==> config.mk <==
export PLATFORM = sky130hd
export DESIGN_NAME = banda_sched
export DESIGN_NICKNAME = d
export VERILOG_FILES = /design/src/rtl/banda_sched.sv
export SDC_FILE = /design/constraint.sdc
export NUM_CORES = 1
export LEC_CHECK = 0
export CELL_PAD_IN_SITES_DETAIL_PLACEMENT = 0
export CELL_PAD_IN_SITES_GLOBAL_PLACEMENT = 2
export CORE_MARGIN = 4
export CORE_UTILIZATION = 25
export CTS_BUF_LIST = sky130_fd_sc_hd__clkbuf_16
export DETAILED_ROUTE_END_ITERATION = 12
export PLACE_DENSITY = 0.79
export SYNTH_ARGS = -nofsm -noshare
export SYNTH_HDL_FRONTEND = slang
export SYNTH_SLANG_ARGS = --single-unit
==> constraint.sdc <==
create_clock -name clk -period 2.9 [get_ports clk]
set_input_delay 0.725 -clock clk [delete_from_list [all_inputs] [get_ports clk]]
set_output_delay 0.725 -clock clk [all_outputs]
set_load 0.01 [all_outputs]
==> src/rtl/banda_sched.sv <==
// banda_sched -- round-robin scheduler sharing one 3-bit part-code register
// between four assembly-line stations.
//
// Ports:
//   clk        rising-edge clock
//   rst_n      asynchronous active-low reset
//   req[3:0]   per-station request (bit i = station i)
//   code[11:0] per-station part code, station i at code[3i+2:3i]
//   take       downstream consumed the held code (only looked at in HOLD)
//   reg_load   load strobe to the shared stage register
//   reg_clear  clear strobe to the shared stage register
//   reg_a/b/c  winner code bits {a,b,c} = {code[3i+2], code[3i+1], code[3i]}
//   gnt[3:0]   one-hot grant, high for the LOAD cycle
//   owner[1:0] station whose code sits in the register
//   valid      shared register holds a live code (HOLD)
//   busy       state is anything other than IDLE
//   timeout    one-cycle pulse during a CLEAR forced by the hold limit
//   dbg_state  current FSM state, for observation only
//
// Handshake: a station raises req[i] with a stable code and keeps both until
// gnt[i] pulses; the code is captured on the edge that enters LOAD, so the
// station drops req[i] the cycle after gnt[i]. A req still high at the next
// arbitration is treated as a fresh request. Downstream sees valid=1 in HOLD
// and answers with a single-cycle take; the code is then cleared.

module banda_sched #(
  parameter int HOLD_MAX = 15
) (
  input  logic        clk,
  input  logic        rst_n,
  input  logic [3:0]  req,
  input  logic [11:0] code,
  input  logic        take,
  output logic        reg_load,
  output logic        reg_clear,
  output logic        reg_a,
  output logic        reg_b,
  output logic        reg_c,
  output logic [3:0]  gnt,
  output logic [1:0]  owner,
  output logic        valid,
  output logic        busy,
  output logic        timeout,
  output logic [2:0]  dbg_state
);

  localparam int CW = $clog2(HOLD_MAX + 1);
  localparam logic [CW-1:0] HOLD_LAST = CW'(HOLD_MAX - 1);

  typedef enum logic [2:0] {
    S_INIT  = 3'd0,
    S_IDLE  = 3'd1,
    S_LOAD  = 3'd2,
    S_HOLD  = 3'd3,
    S_CLEAR = 3'd4
  } state_t;

  state_t          state_q, state_d;
  logic [1:0]      owner_q;
  logic [1:0]      last_q;
  logic [2:0]      code_q;
  logic [CW-1:0]   hold_cnt_q;
  logic            to_q;

  logic            arb_en;
  logic            win_vld;
  logic [1:0]      win;
  logic [1:0]      idx;
  logic [2:0]      win_code;
  logic            hold_expire;

  // Rotating-priority search starting at last+1; idx wraps naturally in 2 bits.
  always_comb begin
    win     = last_q;
    win_vld = 1'b0;
    idx     = last_q;
    for (int k = 1; k <= 4; k++) begin
      idx = last_q + 2'(k);
      if (!win_vld && req[idx]) begin
        win     = idx;
        win_vld = 1'b1;
      end
    end
  end

  always_comb begin
    win_code = code[2:0];
    case (win)
      2'd0: win_code = code[2:0];
      2'd1: win_code = code[5:3];
      2'd2: win_code = code[8:6];
      2'd3: win_code = code[11:9];
      default: win_code = code[2:0];
    endcase
  end

  // Arbitration is only allowed from the two "register is empty" states.
  assign arb_en      = win_vld && (state_q == S_IDLE || state_q == S_CLEAR);
  // take has priority over the limit, so expiry requires take low.
  assign hold_expire = (hold_cnt_q == HOLD_LAST) && !take;

  always_comb begin
    state_d = state_q;
    case (state_q)
      S_INIT:  state_d = S_IDLE;
      S_IDLE:  state_d = win_vld ? S_LOAD : S_IDLE;
      S_LOAD:  state_d = S_HOLD;
      S_HOLD:  state_d = (take || hold_expire) ? S_CLEAR : S_HOLD;
      S_CLEAR: state_d = win_vld ? S_LOAD : S_IDLE;
      default: state_d = S_INIT;
    endcase
  end

  always_ff @(posedge clk or negedge rst_n) begin
    if (!rst_n) begin
      state_q    <= S_INIT;
      owner_q    <= 2'd0;
      last_q     <= 2'd3;
      code_q     <= 3'd0;
      hold_cnt_q <= '0;
      to_q       <= 1'b0;
    end else begin
      state_q <= state_d;
      if (arb_en) begin
        owner_q <= win;
        last_q  <= win;
        code_q  <= win_code;
      end
      if (state_q == S_LOAD) begin
        hold_cnt_q <= '0;
      end else if (state_q == S_HOLD && !take) begin
        hold_cnt_q <= hold_cnt_q + CW'(1);
      end
      // Remembers that the coming CLEAR was forced, for the timeout pulse.
      to_q <= (state_q == S_HOLD) && hold_expire;
    end
  end

  // Moore decode. The state resets to INIT, so strobes are masked while
  // rst_n is low; the INIT clear then fires for the first cycle after release.
  always_comb begin
    reg_load  = 1'b0;
    reg_clear = 1'b0;
    gnt       = 4'b0000;
    valid     = 1'b0;
    timeout   = 1'b0;
    busy      = (state_q != S_IDLE);
    case (state_q)
      S_INIT:  reg_clear = 1'b1;
      S_LOAD:  begin
        reg_load = 1'b1;
        gnt      = 4'b0001 << owner_q;
      end
      S_HOLD:  valid = 1'b1;
      S_CLEAR: begin
        reg_clear = 1'b1;
        timeout   = to_q;
      end
      default: ;
    endcase
    if (!rst_n) begin
      reg_load  = 1'b0;
      reg_clear = 1'b0;
      gnt       = 4'b0000;
      valid     = 1'b0;
      timeout   = 1'b0;
      busy      = 1'b0;
    end
  end

  assign owner     = owner_q;
  assign reg_a     = code_q[2];
  assign reg_b     = code_q[1];
  assign reg_c     = code_q[0];
  assign dbg_state = state_q;

endmodule

==> results of run 1 <==
==> layout by cell type, fill, tap and decap left out, types with 3 or more instances in the layout <==
cell type | Yosys | layout
dfrtp_1 | 13 | 13
nor2_1 | 15 | 14
clkdlybuf4s50_1 | 0 | 30
a21oi_1 | 5 | 5
nand2_1 | 11 | 11
o21ai_0 | 3 | 3
buf_4 | 0 | 6
and3_1 | 5 | 5
nand3_1 | 3 | 3
o31ai_1 | 3 | 3
a211oi_1 | 3 | 3
nor3_1 | 4 | 3
clkbuf_16 | 0 | 3
inv_1 | 4 | 4
dlymetal6s2s_1 | 0 | 4
==> stage by stage <==
stage               TNS [ps]  cells  cell area [um^2]
floorplan                  0    104               895
global placement       -43.0    189              1340
detailed placement      -175    189              1340
CTS                        0    193              1420
global route               0    193              1440
finish                     0    193              1440
==> layer usage <==
metal  vias up  routed length (um)  GRT usage
met5         -                   0          0
met4         0                  27     0.0372
met3         2                  90     0.0246
met2        22                1170      0.182
met1       415                1110      0.158
li1        460                   -          -
==> Yosys cell counts, types with 2 or more instances <==
master and n:
nand2b_1 2, dfstp_2 2, nor3_1 4, a21o_1 2
a31oi_1 2, nor4_1 2, nor3b_1 2, a211oi_1 3
o31ai_1 3, o21ai_0 3, inv_1 4, and3_1 5
xor2_1 2, nand3_1 3, ha_1 2, a21oi_1 5
nor2_1 15, nand2_1 11, and2_1 2, dfrtp_1 13
==> final timing paths <==
check,cells past startpoint,slack [ps],end,from
min in group asynchronous,2,860,hold_cnt_q[1],rst_n
hold reg to reg,2,470,code_q[2],code_q[2]
hold / removal,2,470,code_q[2],code_q[2]
setup reg to reg,5,1110,code_q[0],last_q[1]
max in group asynchronous,2,1800,last_q[0],rst_n
setup / recovery,5,100,valid,rst_n
==> power groups by stage <==
stage	logic (W)	clock network, W	registers [W]
floorplan	0.000372	0	0.000408
global placement	0.000685	0	0.000396
detailed placement	0.000687	0	0.000398
CTS	0.000695	0.000268	0.000395
global route	0.000769	0.000280	0.000414
finish	0.000687	0.000259	0.000394
==> sequential cells by signal, summed over array words and instances (netlist names) <==
| name | cells |
|---|---|
| owner | 2 |
| dbg_state | 3 |
| to_q | 1 |
| code_q | 3 |
| hold_cnt_q | 4 |
| last_q | 2 |
==> final cells by class <==
class                      instances  area share
clock buffer                       3      0.0522
clock inverter                     1     0.00261
inverter                           4      0.0104
multi-input combinational         83       0.351
sequential                        15       0.263
tap                               46      0.0400
timing repair buffer              41       0.281
==> worst reg2reg max path, stage by stage (launching register included) <==
cell and delay [ps]:
dfstp_2 580, nand2_1 80, a31oi_1 340, nand2_1 230, a221oi_1 340, o31ai_1 110
==> cell families after synthesis <==
| logic type | Yosys count | share of synthesized area |
|---|---|---|
| compound gates | 24 | 0.185 |
| mux | 1 | 0.0112 |
| xor+xnor | 3 | 0.0294 |
| fa+ha+maj | 2 | 0.0280 |
| flops | 15 | 0.422 |
| simple gates | 53 | 0.298 |
| buf+inv | 6 | 0.0266 |
==> repair_timing <==
action	4_1_cts	5_1_grt
resized for setup	3	6
pin swaps	1	0
setup endpoints to repair	4	4
==> qor.yml, run 1 <==
status: "complete, no violations"
finalHoldViolations: 0
worst_slew_pin_slew_ps: 430
p_comb_frac: 0.512
num_vias: 899
path_delay_family: "buffers and inverters"
max_freq_ghz: 0.357
initialDrtViolationCount: 32
synth.area.top_cells: "dfrtp_1 36%, nor2_1 6.3%, dfstp_2 5.9%"
cp_cell_sequence: "clkdlybuf4s50_1, inv_2, buf_4, nor2_1, clkdlybuf4s50_1"
required_ps: 2170
leakage_nw: 0.687
antenna_cells: 0
track_usage: 0.116
swShare: 0.375
row_count: 21
clk_latency_ps: 240
ant_nets: 0
portBuffers: 35
cap_viol_max_count: 0
hold_path.class: "reg2reg"
ir_drop_mv: 0.373
fin_crit_ps: 2800
final_core_util: 0.425
first_pass_iters: 4
h-tree-depth: 1
synth-seq-cells: 15
finalCritPeriodShare: 0.966
synth_edf_count: 0
synth_fp_nets: 125
io_pins: 36
postCtsHoldBufs: 0
setup_violations: 0
clk_pin_slew_worst_paths_ps: 50
slew_violations: 0
coreArea_um2: 3390
cts-root-buf: "clkbuf_16"
grt_pass1_vias: 875
endpoint_kind: "primary output"
finClkSkew_ps: 4.71
multi_input_area_um2: 505
cp.arrival_ps: 2080
start_kind: "primary input"
antenna_found_initial: 0
grt_pass1_wl_um: 4000
drive_above_1_share: 0.116
fp.dieW_um: 67.8
p_switching_w: 0.000504
n_fill_cell: 328
finalPower_w: 0.00134
post-route-drc-count: 0
synth_ff_type: "dfrtp_1"
worstPathMaxFanout: 4
crit_top_cell: "clkdlybuf4s50_1"
cts_tree: "built"
netlist-cell-type-count: 37
clock_power_share: 0.193
grt-ovfl-total: 0
areaGrowthSynthToFinish_pct: 60.8
max_stage_delay_ps: 550
yosysSeqAreaShare: 0.422
grt_max_degree: 16
syn_avg_cell_area_um2: 8.60
die_area_um2: 4600
gp_congestion: 0.731
crit_buf_inv: 4
powerDensity_nw_per_um2: 932
place_ws_ps: -69.6
drt-wirelength-per-cell_um: 12.4
place_hpwl_um: 2000
worst_path_max_delay_cell: "clkdlybuf4s50_1"
via_per_inst: 4.66
max_slew_margin: 0.711
clock-sinks: 15
synthCells: 104
yosys.area.top_type: "dfrtp_1"
p_int_w: 0.000837
ctsLongestPathBuffers: 2
die_h_um: 67.8
synthArstFlopShare: 1.00
cts_setup_buffers: 0
wl_um: 2390
nets: 169
rsz0062_at_grt: "false"
syn-cell-area_um2: 895
criticalPathCategory: "in2out"
pwr-share-seq: 0.294
start_util: 0.264
hold_ws_ps: 474
numCtsBuffers: 3
synth.top_cell.area_share: 0.364
regArea_um2: 378
yosys_warnings: 0
setup_ws_ps: 99.7
No activity file was read; power rests on OpenSTA's default activity.
==> inputs of run 2 (changes only) <==
--- a/config.mk
+++ b/config.mk
@@ -12,6 +12,7 @@
 export CTS_BUF_LIST = sky130_fd_sc_hd__clkbuf_16
 export DETAILED_ROUTE_END_ITERATION = 12
 export PLACE_DENSITY = 0.79
+export SKIP_LAST_GASP = 1
 export SYNTH_ARGS = -nofsm -noshare
 export SYNTH_HDL_FRONTEND = slang
 export SYNTH_SLANG_ARGS = --single-unit
==> qor.yml, run 2 (synthesized netlist as in run 1, its figures left out) <==
path_delay_family: "buffers and inverters"
setup_ws_ps: 99.7
coreArea_um2: 3390
max_slew_margin: 0.711
nets: 169
drt-wirelength-per-cell_um: 12.4
grt_max_degree: 16
start_util: 0.264
clock_power_share: 0.193
ctsLongestPathBuffers: 2
max_freq_ghz: 0.357
crit_buf_inv: 4
worstPathMaxFanout: 4
fin_crit_ps: 2800
die_h_um: 67.8
cts-root-buf: "clkbuf_16"
row_count: 21
io_pins: 36
ir_drop_mv: 0.373
largest_reg_flops: 4
drive_above_1_share: 0.116
p_comb_frac: 0.513
n_fill_cell: 326
antenna_cells: 0
clk_latency_ps: 240
clk_pin_slew_worst_paths_ps: 50
p_switching_w: 0.000504
finalHoldViolations: 0
rsz0062_at_grt: "false"
required_ps: 2170
wl_um: 2400
endpoint_kind: "primary output"
finalPower_w: 0.00134
worst_path_max_delay_cell: "clkdlybuf4s50_1"
cap_viol_max_count: 0
regArea_um2: 378
max_stage_delay_ps: 550
leakage_nw: 0.700
p_int_w: 0.000838
swShare: 0.375
slew_violations: 0
finClkSkew_ps: 4.71
numCtsBuffers: 3
grt_pass1_wl_um: 4000
most-common-layout-cells: "30 x clkdlybuf4s50_1, 14 x nor2_1, 13 x dfrtp_1, 11 x nand2_1, 6 x buf_4"
cp_cell_sequence: "clkdlybuf4s50_1, inv_2, buf_4, nor2_1, clkdlybuf4s50_1"
placed_cell_area_um2: 1340
antenna_found_initial: 0
final_common_cell: "clkdlybuf4s50_1"
powerDensity_nw_per_um2: 930
grt-ovfl-total: 0
pwr-share-seq: 0.294
num_vias: 899
cp.arrival_ps: 2080
initialDrtViolationCount: 33
ant_nets: 0
cts_tree: "built"
h-tree-depth: 1
criticalPathCategory: "in2out"
via_per_inst: 4.66
place_ws_ps: -69.6
areaGrowthSynthToFinish_pct: 61.3
final_area_um2: 1440
hold_path.class: "reg2reg"
setup_violations: 0
fp.dieW_um: 67.8
gp_congestion: 0.731
track_usage: 0.116
worst_slew_pin_slew_ps: 430
clock-sinks: 15
regMostFlops: "hold_cnt_q"
multi_input_area_um2: 505
start_kind: "primary input"
final_core_util: 0.426
die_area_um2: 4600
portBuffers: 35
crit_top_cell: "clkdlybuf4s50_1"
postCtsHoldBufs: 0
first_pass_iters: 4
grt_pass1_vias: 875
post-route-drc-count: 0
finalCritPeriodShare: 0.966
status: "complete, no violations"
place_hpwl_um: 2000
-- run 2: cell count changes in the layout (fill, tap and decap cells not counted), sizes merged --
cell and change:
dlymetal6s2s +1, dlygate4sd2 -1
-- run 2: cell type report --
cell class,instances,area share
Multi-Input combinational cell,83,0.350
Inverter,4,0.0104
Clock buffer,3,0.0520
Sequential cell,15,0.262
Timing Repair Buffer,41,0.283
Tap cell,46,0.0399
Clock inverter,1,0.00260
-- run 2: per-stage QoR --
| stage | std cells | setup TNS, ps | hold WS [ps] |
|---|---|---|---|
| after CTS | 193 | -4.01 | 479 |
| final | 193 | 0 | 474 |
| after global placement | 189 | -43.0 | 465 |
| after detailed placement | 189 | -175 | 468 |
| after global routing | 193 | 0 | 522 |
| after floorplan | 104 | 0 | 429 |
-- run 2: metal layers --
metal	wire, um	track usage	vias up
met1	1110	0.158	415
met5	0	0	-
met4	27	0.0372	0
met3	86	0.0246	2
li1	-	-	460
met2	1170	0.182	22
-- run 2: worst paths after layout --
path                           start            end  slack [ps]  cells past startpoint
max reg2reg                last_q[1]      code_q[0]        1110                      5
max in group asynchronous      rst_n      last_q[0]        1800                      2
min reg2reg                code_q[2]      code_q[2]         470                      2
min                        code_q[2]      code_q[2]         470                      2
min in group asynchronous      rst_n  hold_cnt_q[1]         860                      2
max                            rst_n          valid         100                      5
-- run 2: worst min-delay path, stage by stage, from the launching register on --
cell	delay, ps
dfrtp_1	340
nand2_1	50
o31ai_1	50
-- run 2: what timing repair did --
item	in CTS	in global routing
resized for setup	2	7
pin swaps	1	0
hold endpoints to repair	0	0
buffers inserted	0	0
setup endpoints to repair	4	5
-- run 2: power groups by stage --
stage	registers (W)	clock network, W	logic (W)
after global placement	0.000396	0	0.000685
after CTS	0.000395	0.000268	0.000696
final	0.000394	0.000259	0.000688
after detailed placement	0.000398	0	0.000687
after global routing	0.000414	0.000280	0.000770
after floorplan	0.000408	0	0.000372
==> patch 1, RTL diff (config.mk and constraints of run 2) <==
Change the parameter `HOLD_MAX` from 15 to 30.
--- a/src/rtl/banda_sched.sv
+++ b/src/rtl/banda_sched.sv
@@ -24,7 +24,7 @@
 // and answers with a single-cycle take; the code is then cleared.
 
 module banda_sched #(
-  parameter int HOLD_MAX = 15
+  parameter int HOLD_MAX = 30
 ) (
   input  logic        clk,
   input  logic        rst_n,
Formal check against the unedited RTL: no difference found for any inputs over 10 cycles, from zero or initial values and one cycle with rst_n low; that may be too few to reach the edited logic, so the function may still have changed.
==> patch 1 against run 2 <==
  * Clock power increased by 2%
  * Wire length increased by 13%
  * Synthesized area increased by 17%
  * Cell area increased by 8.2%
  * Worst hold slack improved by 23 ps
  * Die area increased by 15%
  * Sequential cell count increased by 1
  * Register-to-register slack improved by 70 ps
  * Setup slack improved by 200 ps
  * Synthesized cell count increased by 9.6%
  * Total power increased by 2.8%
  * Critical path depth decreased by 1
==> patch 1: results (changes against run 2) <==
status finished, final reports clean; worst r2r path cells 4 (-1); dpl hpwl 2170 µm (+8.2%); 1st-pass router iterations 4 (unchanged); clk slew on worst S/H paths 50 ps (about the same); routed vias/inst 4.81 (+3.3%); Mapped Cells 114 (+9.6%); final hold slack 498 ps (+23.3 ps); postcts setup bufs 0 (unchanged); antenna violations before repair 0 (unchanged); Top reg by flops hold_cnt_q; Arrival @ worst endpoint 1880 ps (-200 ps); Worst Skew 1.96 ps (-2.75 ps); root buffer cell clkbuf_16; Post-Route WL 2720 µm (+13%); DRT iter0 DRCs 37 (+12%); pre-CTS setup slack -108 ps (-38.6 ps); GP Congestion 0.791 (+8.2%); first-pass GRT wire length 4690 µm (+17%); Yosys cell types 40 (+8.1%); Pleak 0.649 nW (-7.3%); H-tree depth 1 (unchanged); nets 176 (+4.1%); fraction of layout cells with a size suffix above 1 9.74% (-1.8 points); crit path max fanout 11 (+7); worst vdd ir 362 µV (-3.0%); clock buffer depth 2 (unchanged); Hold Path Class input port to async pin; met1 wire length 1250 µm (+12%); synth warn 0 (unchanged); placed inst area 1470 µm² (+10%); sequential area share after synthesis 38.5% (-3.8 points); syn nets 135 (+8.0%); FF-to-FF End code_q[1]$_DFFE_PN0P_; clock buffer count from CTS 3 (unchanged); worst r2r src last_q[1]$_DFFE_PN1P_; Slew HR 56.9% (-14 points); synth top area cells dfrtp_1 (33%), a32oi_1 (5.9%), dfstp_2 (5.0%); total track usage 11.0% (-0.59 points); diodes inserted 0 (unchanged); FF-to-FF setup slack 1180 ps (+70 ps); max reg flops 5 (+1); Top Metal Used met4; Layout Cells excl Fill 204 (+5.7%); top cells by count, synth dfrtp_1 (14), nor2_1 (11), inv_1 (10), a32oi_1 (7); wire length on met3 207 µm (+140%); largest net degree at the start of global routing 12 (-4); number of global-route vias before repair 948 (+8.3%); Worst-Skew Late Latency 240 ps (about the same); PortBufs 35 (unchanged); asr flop ratio synth 100% (unchanged); Routed met2 length 1250 µm (+6.7%)
[patch 1: cell count changes after synthesis, sizes merged, moves of 3 or more]
| cell | delta |
|---|---|
| o221ai | +3 |
| a32oi | +7 |
| nand2b | +3 |
| inv | +6 |
| nor2 | -5 |
| nand3 | -3 |
| nand2 | -5 |
[patch 1: area by class of cell]
class,instances,area [µm²]
Clock inverter,1,3.75
Clock buffer,3,75.1
Timing Repair Buffer,39,385
Sequential cell,16,403
Inverter,10,37.5
Multi-Input combinational cell,85,593
Fill cell,413,2470
Tap cell,50,62.6
[patch 1: kinds of logic (layout without fill, tap and decap cells)]
family / after synthesis / after routing / share of synthesized area [%]
xor gates and xnor gates: 4 / 4 / 3.35
and+or+nand+nor: 46 / 46 / 27.0
adders and majority gates: 2 / 2 / 2.39
AOI/OAI and AO/OA: 32 / 32 / 22.7
muxes: 1 / 1 / 0.956
buffers and inverters: 13 / 53 / 5.14
DFF: 16 / 16 / 38.5
[patch 1: per-layer routing]
metal  track usage [%]  up-vias
met5                 0        -
met4              2.46        0
met3              2.75        2
met2              16.5       28
met1              15.9      446
li1                  -      506
[patch 1: timing repair]
item | CTS | global route
endpoints found under the setup margin | 4 | 6
cloned | 0 | 0
endpoints found under the hold margin | 0 | 0
gates resized for setup | 2 | 2
pin swaps | 0 | 0
[patch 1: worst max-delay path by stage]
| stage | startpoint | to | slack (ps) | depth (start not counted) |
|---|---|---|---|---|
| floorplan | dbg_state[2]$_DFF_PN0_ | gnt[0] | 690 | 4 |
| global placement | rst_n | gnt[0] | -60 | 4 |
| detailed placement | rst_n | gnt[0] | -110 | 4 |
| CTS | rst_n | busy | 10 | 4 |
| global route | dbg_state[2]$_DFF_PN0_ | gnt[2] | 180 | 5 |
| finish | dbg_state[2]$_DFF_PN0_ | gnt[3] | 300 | 4 |
[patch 1: power by group]
| part | leakage (nW) | switching [mW] | total [mW] | internal, mW |
|---|---|---|---|---|
| Combinational | 0.411 | 0.322 | 0.686 | 0.364 |
| Sequential | 0.200 | 0.110 | 0.430 | 0.320 |
| Clock | 0.0385 | 0.0815 | 0.264 | 0.183 |
| Total | 0.649 | 0.514 | 1.38 | 0.866 |
[patch 1: worst max-delay path: stages, from the launching register on]
cell and delay (ps):
dfrtp_1 500, nor3b_2 240, and2_4 200, and3_1 160, clkdlybuf4s50_1 530
==> patch 2, RTL diff (settings of run 2) <==
Made on the original files. Reset style: synchronous (`rst_n`), changed in one clocked block. Comments in the files are not updated.
--- a/src/rtl/banda_sched.sv
+++ b/src/rtl/banda_sched.sv
@@ -111,7 +111,7 @@
     endcase
   end
 
-  always_ff @(posedge clk or negedge rst_n) begin
+  always_ff @(posedge clk) begin
     if (!rst_n) begin
       state_q    <= S_INIT;
       owner_q    <= 2'd0;
Behaviour: differs if rst_n is asserted again (counterexample within 4 cycles, from zero or initial values and one cycle with rst_n low); with rst_n held inactive, the same outputs for 10 cycles.
==> patch 2 against run 2 <==
  * Synthesized area grew 2.9%
  * First-iteration DRC count shrank 39%
  * Sequential cell count is the same
  * Cell area shrank 1.8%
  * Non-clock buffer count is the same
  * Worst hold slack gained 19 ps
  * Critical endpoint is now gnt[3]
  * Cell count grew 2.6%
  * Largest cell class unchanged
  * Die area grew 2.6%
  * Setup slack gained 99 ps
  * Critical path type unchanged
  * Wire length grew 2.3%
Power is not compared: it rests on default switching activity, and its combinational part moved more than twofold at a synthesized area within 25%.
==> patch 2: results (changes against run 2) <==
GP Congestion 0.728 (-0.40%); hold path endpoint code_q[1]$_SDFFE_PN0P_; wire length on met3 144 µm (+67%); Hold Path Origin code_q[1]$_SDFFE_PN0P_; Worst Skew 1.96 ps (-2.75 ps); total track usage 11.4% (-0.22 points); Routed met2 length 1210 µm (+3.6%); # clk buffers 3 (unchanged); hold path cells 2 (unchanged); root buffer cell clkbuf_16; clock buffer count from CTS 3 (unchanged); grt ovf 0 (unchanged); via count 923 (+2.7%); synth warn 0 (unchanged); pre-CTS setup slack -104 ps (-34.7 ps); Pleak between 0.5 and 0.6 nW; fraction of layout cells with a size suffix above 1 10.5% (-1.0 points); PortBufs 35 (unchanged); crit path max fanout 5 (+1); Layout Cells excl Fill 198 (+2.6%); Placed Instances 194 (+2.6%); grt met1 use 13.4% (-2.4 points); max reg flops 4 (unchanged); top cells by count, synth dfxtp_1 (15), nand2_1 (11), a21oi_1 (8), nor2_1 (8); Clock-cell share 5.57% (+0.10 points); clk slew on worst S/H paths 50 ps (about the same); GRT met2 Usage 20.4% (+2.2 points); proportion of cell area occupied by registers 21.2% (-5.0 points); Least-Margin Pin Slew 491 ps (+60.2 ps); antenna violations before repair 0 (unchanged); status finished, final reports clean; synth top area cells dfxtp_1 (33%), mux2i_1 (7.6%), nand2_1 (4.5%); sequential area share after synthesis 32.6% (-9.6 points); period utilisation layout 93.1% (-3.4 points); FF-to-FF End code_q[0]$_SDFFE_PN0P_; Post-Route WL 2450 µm (+2.3%); largest net degree at the start of global routing 15 (-1); Multi-input comb cells 87 (+4.8%); average cell area after synthesis 8.22 µm² (-4.4%); dpl hpwl 1930 µm (-3.9%); DRT iter0 DRCs 20 (-39%); Yosys cell types 38 (+2.7%); Arrival @ worst endpoint 1980 ps (-100 ps); met1 wire length 1080 µm (-2.5%); FF-to-FF setup slack 1180 ps (+70 ps); fraction of area in multi-input gates 40.0% (+5.0 points); worst r2r src dbg_state[0]$_SDFF_PN0_; asr flop ratio synth 0% (-100 points); Critical Path End gnt[3]; nets 174 (+3.0%); Non-clock buffer share 27.8% (-0.45 points); first-pass GRT wire length 4100 µm (+2.6%); GR Util met3 3.89% (+1.4 points); Non-clk invs 5 (+1); fillcell total 362 (+11%); number of global-route vias before repair 852 (-2.6%); non-clock buffer count 41 (unchanged); syn nets 133 (+6.4%)
[patch 2: stage by stage]
stage	cell area, µm²	hold WS, ps
floorplan	921	486
global placement	1330	487
detailed placement	1330	488
CTS	1420	499
global route	1420	510
finish	1420	493
[patch 2: cell families after synthesis]
| family | count (synthesis) | synth area share (%) |
|---|---|---|
| muxes | 7 | 7.61 |
| buffers and inverters | 10 | 6.39 |
| adders and majority gates | 3 | 3.94 |
| and+or+nand+nor | 55 | 33.6 |
| DFF | 15 | 32.6 |
| AOI/OAI and AO/OA | 21 | 14.9 |
| xor gates and xnor gates | 1 | 0.951 |
[patch 2: where the power goes]
group          internal, mW  switching, mW  total [mW]  leakage, nW
clock network         0.183         0.0836       0.266       0.0423
registers             0.222         0.0225       0.245        0.123
logic                0.0956         0.0701       0.166        0.409
[patch 2: critical path, stage by stage]
cell             delay, ps
dlygate4sd2_1          290
nand3b_1               160
inv_1                  110
and3_1                 160
clkdlybuf4s50_1        530
